--- src/rtl/addtree_pkg.sv ---
// Shared sizing helpers for the pipelined signed adder tree.
// Saturating output formatting is enabled with the ADDTREE_SAT_EN macro.
package addtree_pkg;

    function automatic int clog2(input int n);
        int r;
        r = 0;
        while ((1 << r) < n) r++;
        return r;
    endfunction

    function automatic int calc_lvl(input int n_in);
        return clog2(n_in);
    endfunction

    function automatic int calc_full_w(input int in_w, input int n_in);
        return in_w + clog2(n_in);
    endfunction

    function automatic int calc_lat(input int n_in);
        return clog2(n_in) + 1;
    endfunction

    // Number of partial sums present after g tree levels.
    function automatic int lvl_cnt(input int n_in, input int g);
        return (n_in + (1 << g) - 1) >> g;
    endfunction

    function automatic logic [63:0] sat_max(input int w);
        return (64'd1 << (w - 1)) - 64'd1;
    endfunction

    function automatic logic [63:0] sat_min(input int w);
        return 64'd1 << (w - 1);
    endfunction

endpackage

--- src/rtl/cal_addtree_level.sv ---
// One registered adder-tree level: M signed W-bit inputs to ceil(M/2) W+1-bit sums.
// Build macro ADDTREE_SAT_EN does not affect this level.
module cal_addtree_level #(
    parameter int M = 2,
    parameter int W = 8
) (
    input  logic                             clk,
    input  logic                             rst_n,
    input  logic                             en,
    input  logic                             in_valid,
    input  logic [M*W-1:0]                   din,
    output logic                             out_valid,
    output logic [((M+1)/2)*(W+1)-1:0]       dout
);

    localparam int MO = (M + 1) / 2;
    localparam int WO = W + 1;

    logic [MO*WO-1:0] nxt;

    always_comb begin
        nxt = '0;
        for (int j = 0; j < M / 2; j++) begin
            nxt[j*WO +: WO] = WO'($signed(din[2*j*W +: W]))
                            + WO'($signed(din[(2*j+1)*W +: W]));
        end
        // An unpaired element rides through, sign-extended.
        if (M % 2 == 1) begin
            nxt[(MO-1)*WO +: WO] = WO'($signed(din[(M-1)*W +: W]));
        end
    end

    always_ff @(posedge clk) begin
        if (!rst_n) begin
            out_valid <= 1'b0;
            dout      <= '0;
        end else if (en) begin
            out_valid <= in_valid;
            dout      <= nxt;
        end
    end

endmodule

--- src/rtl/cal_addtree_pipe.sv ---
// Pipelined signed adder tree with valid/ready back-pressure and output formatting.
// Define ADDTREE_SAT_EN for saturating output; otherwise the sum wraps to OUT_W bits.
module cal_addtree_pipe
    import addtree_pkg::*;
#(
    parameter int N_IN  = 9,
    parameter int IN_W  = 8,
    parameter int OUT_W = 10
) (
    input  logic                   clk,
    input  logic                   rst_n,
    input  logic                   in_valid,
    output logic                   in_ready,
    input  logic [N_IN*IN_W-1:0]   din,
    output logic                   out_valid,
    input  logic                   out_ready,
    output logic [OUT_W-1:0]       dout,
    output logic                   sat_flag
);

    localparam int LVL    = calc_lvl(N_IN);
    localparam int FULL_W = calc_full_w(IN_W, N_IN);
    localparam int BW     = N_IN * FULL_W;

    logic             en;
    logic [LVL:0]     vld;
    logic [BW-1:0]    bus [0:LVL];
    logic [FULL_W-1:0] sum;
    logic [OUT_W-1:0] fmt;
    logic             fmt_sat;
    logic             unused_top;

    assign en       = !out_valid || out_ready;
    assign in_ready = en;

    assign vld[0] = in_valid;
    assign bus[0] = BW'(din);

    // Each level's bus slot is padded to a common width; only the low bits are live.
    for (genvar g = 0; g < LVL; g++) begin : g_lvl
        localparam int MI = lvl_cnt(N_IN, g);
        localparam int WI = IN_W + g;
        localparam int MO = lvl_cnt(N_IN, g + 1);
        localparam int WO = WI + 1;

        logic [MO*WO-1:0] q;
        logic             unused_pad;

        cal_addtree_level #(
            .M (MI),
            .W (WI)
        ) u_lvl (
            .clk       (clk),
            .rst_n     (rst_n),
            .en        (en),
            .in_valid  (vld[g]),
            .din       (bus[g][MI*WI-1:0]),
            .out_valid (vld[g+1]),
            .dout      (q)
        );

        assign bus[g+1]   = BW'(q);
        assign unused_pad = ^bus[g];
    end

    assign sum        = bus[LVL][FULL_W-1:0];
    assign unused_top = ^bus[LVL];

    if (OUT_W >= FULL_W) begin : g_ext
        assign fmt     = OUT_W'($signed(sum));
        assign fmt_sat = 1'b0;
    end else begin : g_nar
`ifdef ADDTREE_SAT_EN
        localparam logic [OUT_W-1:0] SAT_MAX = OUT_W'(sat_max(OUT_W));
        localparam logic [OUT_W-1:0] SAT_MIN = OUT_W'(sat_min(OUT_W));

        logic [FULL_W-OUT_W:0] hi;
        assign hi = sum[FULL_W-1:OUT_W-1];

        // Fits iff every bit from the OUT_W sign position up agrees.
        always_comb begin
            fmt     = sum[OUT_W-1:0];
            fmt_sat = 1'b0;
            if (!(&hi) && (|hi)) begin
                fmt_sat = 1'b1;
                fmt     = sum[FULL_W-1] ? SAT_MIN : SAT_MAX;
            end
        end
`else
        assign fmt     = sum[OUT_W-1:0];
        assign fmt_sat = 1'b0;
`endif
    end

    always_ff @(posedge clk) begin
        if (!rst_n) begin
            out_valid <= 1'b0;
            dout      <= '0;
            sat_flag  <= 1'b0;
        end else if (en) begin
            out_valid <= vld[LVL];
            dout      <= fmt;
            sat_flag  <= fmt_sat;
        end
    end

endmodule
--- config.mk ---
export PLATFORM = sky130hd
export DESIGN_NAME = cal_addtree_pipe
export DESIGN_NICKNAME = d
export VERILOG_FILES = /design/src/rtl/addtree_pkg.sv /design/src/rtl/cal_addtree_level.sv /design/src/rtl/cal_addtree_pipe.sv
export SDC_FILE = /design/constraint.sdc
export NUM_CORES = 1
export LEC_CHECK = 0
export BUFFER_PORTS_ARGS = -buffer_cell sky130_fd_sc_hd__buf_2
export CORE_MARGIN = 2
export CORE_UTILIZATION = 59
export DETAILED_ROUTE_END_ITERATION = 7
export GPL_ROUTABILITY_DRIVEN = 0
export PLACE_DENSITY = 0.81
export SYNTH_ARGS = -nofsm -noshare
export SYNTH_HDL_FRONTEND = slang
export SYNTH_HIERARCHICAL = 1
export SYNTH_SLANG_ARGS = --single-unit
--- constraint.sdc ---
create_clock -name clk -period 2.1 [get_ports clk]
set_input_delay 0.105 -clock clk [delete_from_list [all_inputs] [get_ports clk]]
set_output_delay 0.105 -clock clk [all_outputs]
set_load 0.02 [all_outputs]
## After elaboration in Yosys (flattened, before gate mapping)

Cells that the tools add are included.

| operators by class | value |
|---|---|
| add/sub/neg operators | 8 |
| reduce and logical (&&, ||, !) cells | 2 |

Operators with widths:

| cell | number |
|---|---|
| $add A8 B8 Y9 | 4 |
| $add A9 B9 Y10 | 2 |
| $add A10 B10 Y11 | 1 |
| $add A10 B8 Y10 | 1 |
| $logic_not A1 Y1 | 1 |
| $logic_or A1 B1 Y1 | 1 |

| word-level totals | value |
|---|---|
| flip-flop bits (word level) | 116 |
| input port bits | 76 |
| logic and storage cells | 20 |
| output and inout bits | 13 |

## Longest topological paths before layout

Gate-level depths: netlist of the first run.

| logic depth | value |
|---|---|
| depth after elaboration | 2 |
| mapped depth | 9 |
| depth with buffers taken out | 8 |

## Cells and area by module

The synthesis of the first run kept the hierarchy.

Modules (own cells, without submodules):

| module | times used | cells each | area each (sq um) | seq. area each (sq um) |
|---|---|---|---|---|
| cal_addtree_level at g_lvl[0].u_lvl | 1 | 315 | 2984.1 | 900.9 |
| cal_addtree_level at g_lvl[1].u_lvl | 1 | 230 | 1961.9 | 600.6 |
| cal_addtree_level at g_lvl[2].u_lvl | 1 | 126 | 1202.4 | 440.4 |
| cal_addtree_level at g_lvl[3].u_lvl | 1 | 106 | 933.4 | 260.2 |
| cal_addtree_pipe | 1 | 49 | 461.7 | 220.2 |

## Worst setup path after synthesis of the first run

Ideal clock, no wire load.

| path | value |
|---|---|
| path kind | reg2reg |
| start point | reg, netlist name out_valid |
| end point | reg g_lvl[0].u_lvl.dout[25] |
| library setup time | 0.121 ns |
| required time | 1.979 ns |
| cell stages (with the launch flop) | 9 |
| arrival | 1.763 ns |
| path buffers | 3 |
| clock period less this slack | 1.885 ns |
| path slack | 0.215 ns |
| cell sequence | dfxtp_1 nor2b_4 buf_12 inv_1 buf_4 buf_6 o21ai_1 a21oi_1 mux2_4 |

RTL lines:

| what | line | source |
|---|---|---|
| to (signal assigned) | cal_addtree_level.sv:39 | `dout <= nxt;` |
| to (decl) | cal_addtree_level.sv:13 | `output logic [((M+1)/2)*(W+1)-1:0] dout` |

## Worst setup path in the final report of the first run

| path | value |
|---|---|
| start point | reg g_lvl[0].u_lvl.dout[27] |
| end point | reg g_lvl[1].u_lvl.dout[16] |

| on the way | value |
|---|---|
| word-level cells in the longest chain between the ends | 1 |

RTL lines:

| what | line | source |
|---|---|---|
| $add A9 B9 Y10 | cal_addtree_level.sv:25 | `+ WO'($signed(din[(2*j+1)*W +: W]));` |
| to (signal assigned) | cal_addtree_level.sv:39 |  |
| to (decl) | cal_addtree_level.sv:13 |  |

No other way between the ends.
A chain may end at the register's enable or synchronous reset.

==> impl_results.md, run 1 <==
- Status: finished clean
- Worst skew pair latency: 0.41 ns
- Largest net degree at the start of global routing: 119
- CTS H-tree depth: 4
- Cells along the critical path: ha_1 > inv_1 > fa_1 > nor2b_1 > o31a_1 > o21a_1 > o211ai_1
- WP buf/inv: 1
- Syn Area/Cell: 9.18 um2
- Overall Power: 7260 uW
- Top delay family on crit path: adder cells
- Maxcap violations: 0
- Io pins: 89
- Worst hold path class: primary input to flop
- Row cnt: 40
- RSZ-0062 raised after global routing: no
- Detailed-router iteration count before antenna repair: 5
- Post-DRT Antenna Nets: 0
- CORE AREA: 12,100 um2
- DRC errors left: 0
- R2R depth: 7
- CTS tree: built
- Root buf cell: clkbuf_16
- Peak supply drop: 584 uV
- Detailed Route Iter0 Violations: 358
- Clock skew: 0.00707 ns
- DP Wirelength: 11,800 um
- Total CTS buffers: 17
- Drt wl/cell: 15.7 um
- Buffers on Ports: 87
- Placed cell count: 1,025
- Synth warn: 6
- First-pass GRT wire length: 27,800 um
- Crit start category: flop
- Die Y: 116 um
- Final Max Tran Viols: 0
- Clock edge transition at the registers on the reported setup and hold paths: 0.06 ns
- Finished Layout Cells: 1,063
- Worst hold stages: 4
- Static leakage: 0.00402 uW
- Total wire length: 16,700 um
- Final critical-path required period: 1.95 ns
- Vias in the first global route: 6,308
- Setup TNS: 0 ns
- Post-CTS Resized: 0
- Clock Sinks: 118
- Via count: 6,259
- Final hold vios: 0
- Clk buf depth: 2
- P per Cell Area: 849 nW/um2
- Setup violators final: 0
- ANT cells: 0
- Vias per cell: 5.89
- Post-CTS Repair Setup Buffers: 0
- Mapped Cells: 800
- Die area: 13,400 um2
- Fmax: 512 MHz
- Die Wd: 116 um
- Mapped cell area: 7340 um2
- Crit end category: flop
- Crit path required time: 2.35 ns
- Nets: 1,039
- Critical path's slowest cell: fa_1
- Area growth, synth to finish: 16.4%
- Setup Crit Path Kind: flop to flop
- Syn Nets: 954
- Crit path DAT: 2.21 ns
- Initial Util: 0.609
- Most frequent cells in the layout: dfxtp_1, buf_2, ha_1, nand2_1, mux2i_1
- Crit path largest cell delay: 0.38 ns
- CP Max Fanout: 5
- Initial antenna violation count: 0
- GRT Util Overall: 0.258
- Grt total ovfl: 0
- Post-Route Utilization: 0.709
- Fillers: 885
- Crit share post-route: 0.930
- CP Depth: 7
- Fraction of layout cells with a size suffix above 1: 0.180
- Commonest non-fill, non-tap cell in the layout: dfxtp_1
## path summary, 6_finish.rpt
check                                                     startpoint                              endpoint  slack [ns]
worst min register to register  g_lvl[0].u_lvl/dout[24]$_SDFFE_PN0P_  g_lvl[0].u_lvl/dout[24]$_SDFFE_PN0P_        0.45
worst max register to register  g_lvl[0].u_lvl/dout[27]$_SDFFE_PN0P_  g_lvl[1].u_lvl/dout[16]$_SDFFE_PN0P_        0.15
worst max-delay path            g_lvl[0].u_lvl/dout[27]$_SDFFE_PN0P_  g_lvl[1].u_lvl/dout[16]$_SDFFE_PN0P_        0.15
worst min-delay path                                         din[40]  g_lvl[0].u_lvl/dout[18]$_SDFFE_PN0P_        0.09
## tightest hold or removal path: stages
cell and delay [ns]:
buf_2 0.08, ha_1 0.11, mux2i_1 0.07, nor2b_1 0.11
## metrics by stage
step | hold WS [ns] | setup WS [ns] | instance area, um2
floorplan | 0.256 | 0.215 | 7340
global placement | 0.361 | 0.271 | 7880
global route | 0.0993 | 0.0211 | 8550
finish | 0.0897 | 0.148 | 8550
detailed placement | 0.374 | 0.208 | 7880
CTS | 0.0827 | 0.138 | 8550
## sequential cells by signal (all words and copies together) (netlist names)
register and cells:
out_valid 1, dout 10, g_lvl.u_lvl/out_valid 4, g_lvl.u_lvl/dout 103
## power by group
group          internal (uW)  switching, uW  total (uW)
logic                    771            950        1720
registers               2510            166        2680
clock network           1870            990        2860
## layer usage
metal  GRT usage  up-vias  share of wire
li1            -     3087              -
met2       0.474      193           0.51
met5           0        -              0
met4       0.106        0          0.022
met1       0.292     2941           0.43
met3      0.0502       38          0.043
## area by class of cell
type,instances,area (um2),area share
tap,168,210,0.0246
clock inverter,9,130,0.0152
sequential,118,2360,0.276
inverter,27,104,0.0121
clock buffer,20,447,0.0523
multi-input combinational,616,4660,0.546
timing repair buffer,105,631,0.0738
## repair_timing
action	in CTS	in global routing
hold endpoints to repair	9	0
setup endpoints to repair	0	0
hold buffers	9	0
Power figures use the tool's default switching activity.
==> inputs of run 2 (changes only) <==
--- a/config.mk
+++ b/config.mk
@@ -6,6 +6,8 @@
 export NUM_CORES = 1
 export LEC_CHECK = 0
 export BUFFER_PORTS_ARGS = -buffer_cell sky130_fd_sc_hd__buf_2
+export CAP_MARGIN = 20
+export CORE_ASPECT_RATIO = 1.4
 export CORE_MARGIN = 2
 export CORE_UTILIZATION = 59
 export DETAILED_ROUTE_END_ITERATION = 7
==> impl_results.md, run 2 (synthesized netlist as in run 1, its figures left out) <==
- Status: finished clean
- Cells along the critical path: ha_1 > inv_1 > fa_1 > nand2b_1 > a21oi_2 > o41ai_2 > xor2_1 > a211oi_1
- Fmax: 509 MHz
- Vias in the first global route: 5,825
- Fillers: 963
- Overall Power: 7270 uW
- ANT cells: 0
- Fraction of layout cells with a size suffix above 1: 0.188
- Detailed Route Iter0 Violations: 221
- DP Wirelength: 11,200 um
- Largest register by flop count: g_lvl.u_lvl/dout
- Setup violators final: 0
- Final critical-path required period: 1.96 ns
- Post-DRT Antenna Nets: 0
- Io pins: 89
- First-pass GRT wire length: 26,100 um
- Buffers on Ports: 87
- Vias per cell: 5.82
- Worst slew pin tran: 0.613 ns
- CTS H-tree depth: 4
- Die Y: 136 um
- CTS tree: built
- Max-slew headroom: 0.591
- Clock Sinks: 118
- Crit end category: flop
- Setup ws final: 0.137 ns
- Worst hold path class: primary input to flop
- Grt total ovfl: 0
- Clock edge transition at the registers on the reported setup and hold paths: 0.05 ns
- CORE AREA: 12,300 um2
- Clk buf depth: 2
- Reg area: 2360 um2
- Peak supply drop: 509 uV
- P per Cell Area: 849 nW/um2
- Final instance area: 8570 um2
- Die Wd: 98.3 um
- Detailed-router iteration count before antenna repair: 4
- Area growth, synth to finish: 16.7%
- Crit share post-route: 0.935
- Crit start category: flop
- Most frequent cells in the layout: dfxtp_1, buf_2, ha_1, nand2_1, mux2i_1
- GRT Util Overall: 0.239
- Largest net degree at the start of global routing: 53
- Total CTS buffers: 17
- Setup Crit Path Kind: flop to flop
- Maxcap violations: 0
- Total wire length: 15,400 um
- Final hold vios: 0
- Initial Util: 0.599
- DP Worst Slack: 0.159 ns
- Drt wl/cell: 14.6 um
- Final Max Tran Viols: 0
- Static leakage: 0.00405 uW
- Crit path DAT: 2.29 ns
- Largest registers: g_lvl.u_lvl/dout: 103 flops, dout: 10 flops, g_lvl.u_lvl/out_valid: 4 flops
- Max reg flops: 103
- Crit path largest cell delay: 0.41 ns
- Setup TNS: 0 ns
- Row cnt: 48
- Die area: 13,400 um2
- Root buf cell: clkbuf_16
- Placed cell areas: 7860 um2
- Worst skew pair latency: 0.41 ns
- Multi-input gate area: 4660 um2
- CP Max Fanout: 3
- Hold Worst Slack: 0.0627 ns
- DRC errors left: 0
- Crit path required time: 2.42 ns
- Nets: 1,044
- Commonest non-fill, non-tap cell in the layout: dfxtp_1
- Clock skew: 0.00805 ns
- Via count: 6,130
- Initial antenna violation count: 0
- Critical path's slowest cell: fa_1
run 2: cell count changes in the layout (fill, tap and decap cells not counted), sizes merged:
cell,change
buf,+5
clkbuf,-2
clkinv,+2
clkinvlp,+1
inv,+2
run 2: final timing paths:
check	from	endpoint	slack, ns	cells after the start
setup / recovery	g_lvl[1].u_lvl/dout[0]$_SDFFE_PN0P_	g_lvl[2].u_lvl/dout[8]$_SDFFE_PN0P_	0.14	8
hold / removal	din[8]	g_lvl[0].u_lvl/dout[0]$_SDFFE_PN0P_	0.06	4
setup reg to reg	g_lvl[1].u_lvl/dout[0]$_SDFFE_PN0P_	g_lvl[2].u_lvl/dout[8]$_SDFFE_PN0P_	0.14	8
hold reg to reg	dout[1]$_SDFFE_PN0P_	dout[1]$_SDFFE_PN0P_	0.45	2
run 2: layer usage:
metal,GRT usage,up-vias,wire (um)
met5,0,-,0
met4,0.113,0,467
met3,0.0488,36,656
met2,0.435,156,8020
met1,0.266,2844,6280
li1,-,3094,-
run 2: report_power, final:
group          internal [uW]  total [uW]  switching [uW]
logic                    769        1680             911
clock network           1870        2930            1050
registers               2510        2670             160
run 2: worst max-delay path, delay by kind of cell, from the launching register on:
kind / cells / cell delay [ns]
adders and majority gates: 2 / 0.58
AOI/OAI and AO/OA: 3 / 0.56
DFF: 1 / 0.33
and+or+nand+nor: 1 / 0.21
xor gates and xnor gates: 1 / 0.15
buffers and inverters: 1 / 0.05
run 2: what timing repair did:
item | in CTS | in global routing
gates resized for setup | 0 | 0
endpoints found under the setup margin | 0 | 1
endpoints found under the hold margin | 9 | 0
setup buffers | 0 | 1
hold buffers | 9 | 0
run 2: per-stage QoR:
step | utilization | std cells
after floorplan | - | 800
after global placement | 0.642 | 1011
after detailed placement | 0.642 | 1011
after CTS | 0.699 | 1052
after global routing | 0.699 | 1053
final | 0.699 | 1053
run 2: layout make-up:
type / count / area share
Inverter: 27 / 0.0121
Timing Repair Buffer: 110 / 0.0751
Clock buffer: 18 / 0.0501
Tap cell: 150 / 0.0219
Sequential cell: 118 / 0.276
Clock inverter: 14 / 0.0206
Multi-Input combinational cell: 616 / 0.544
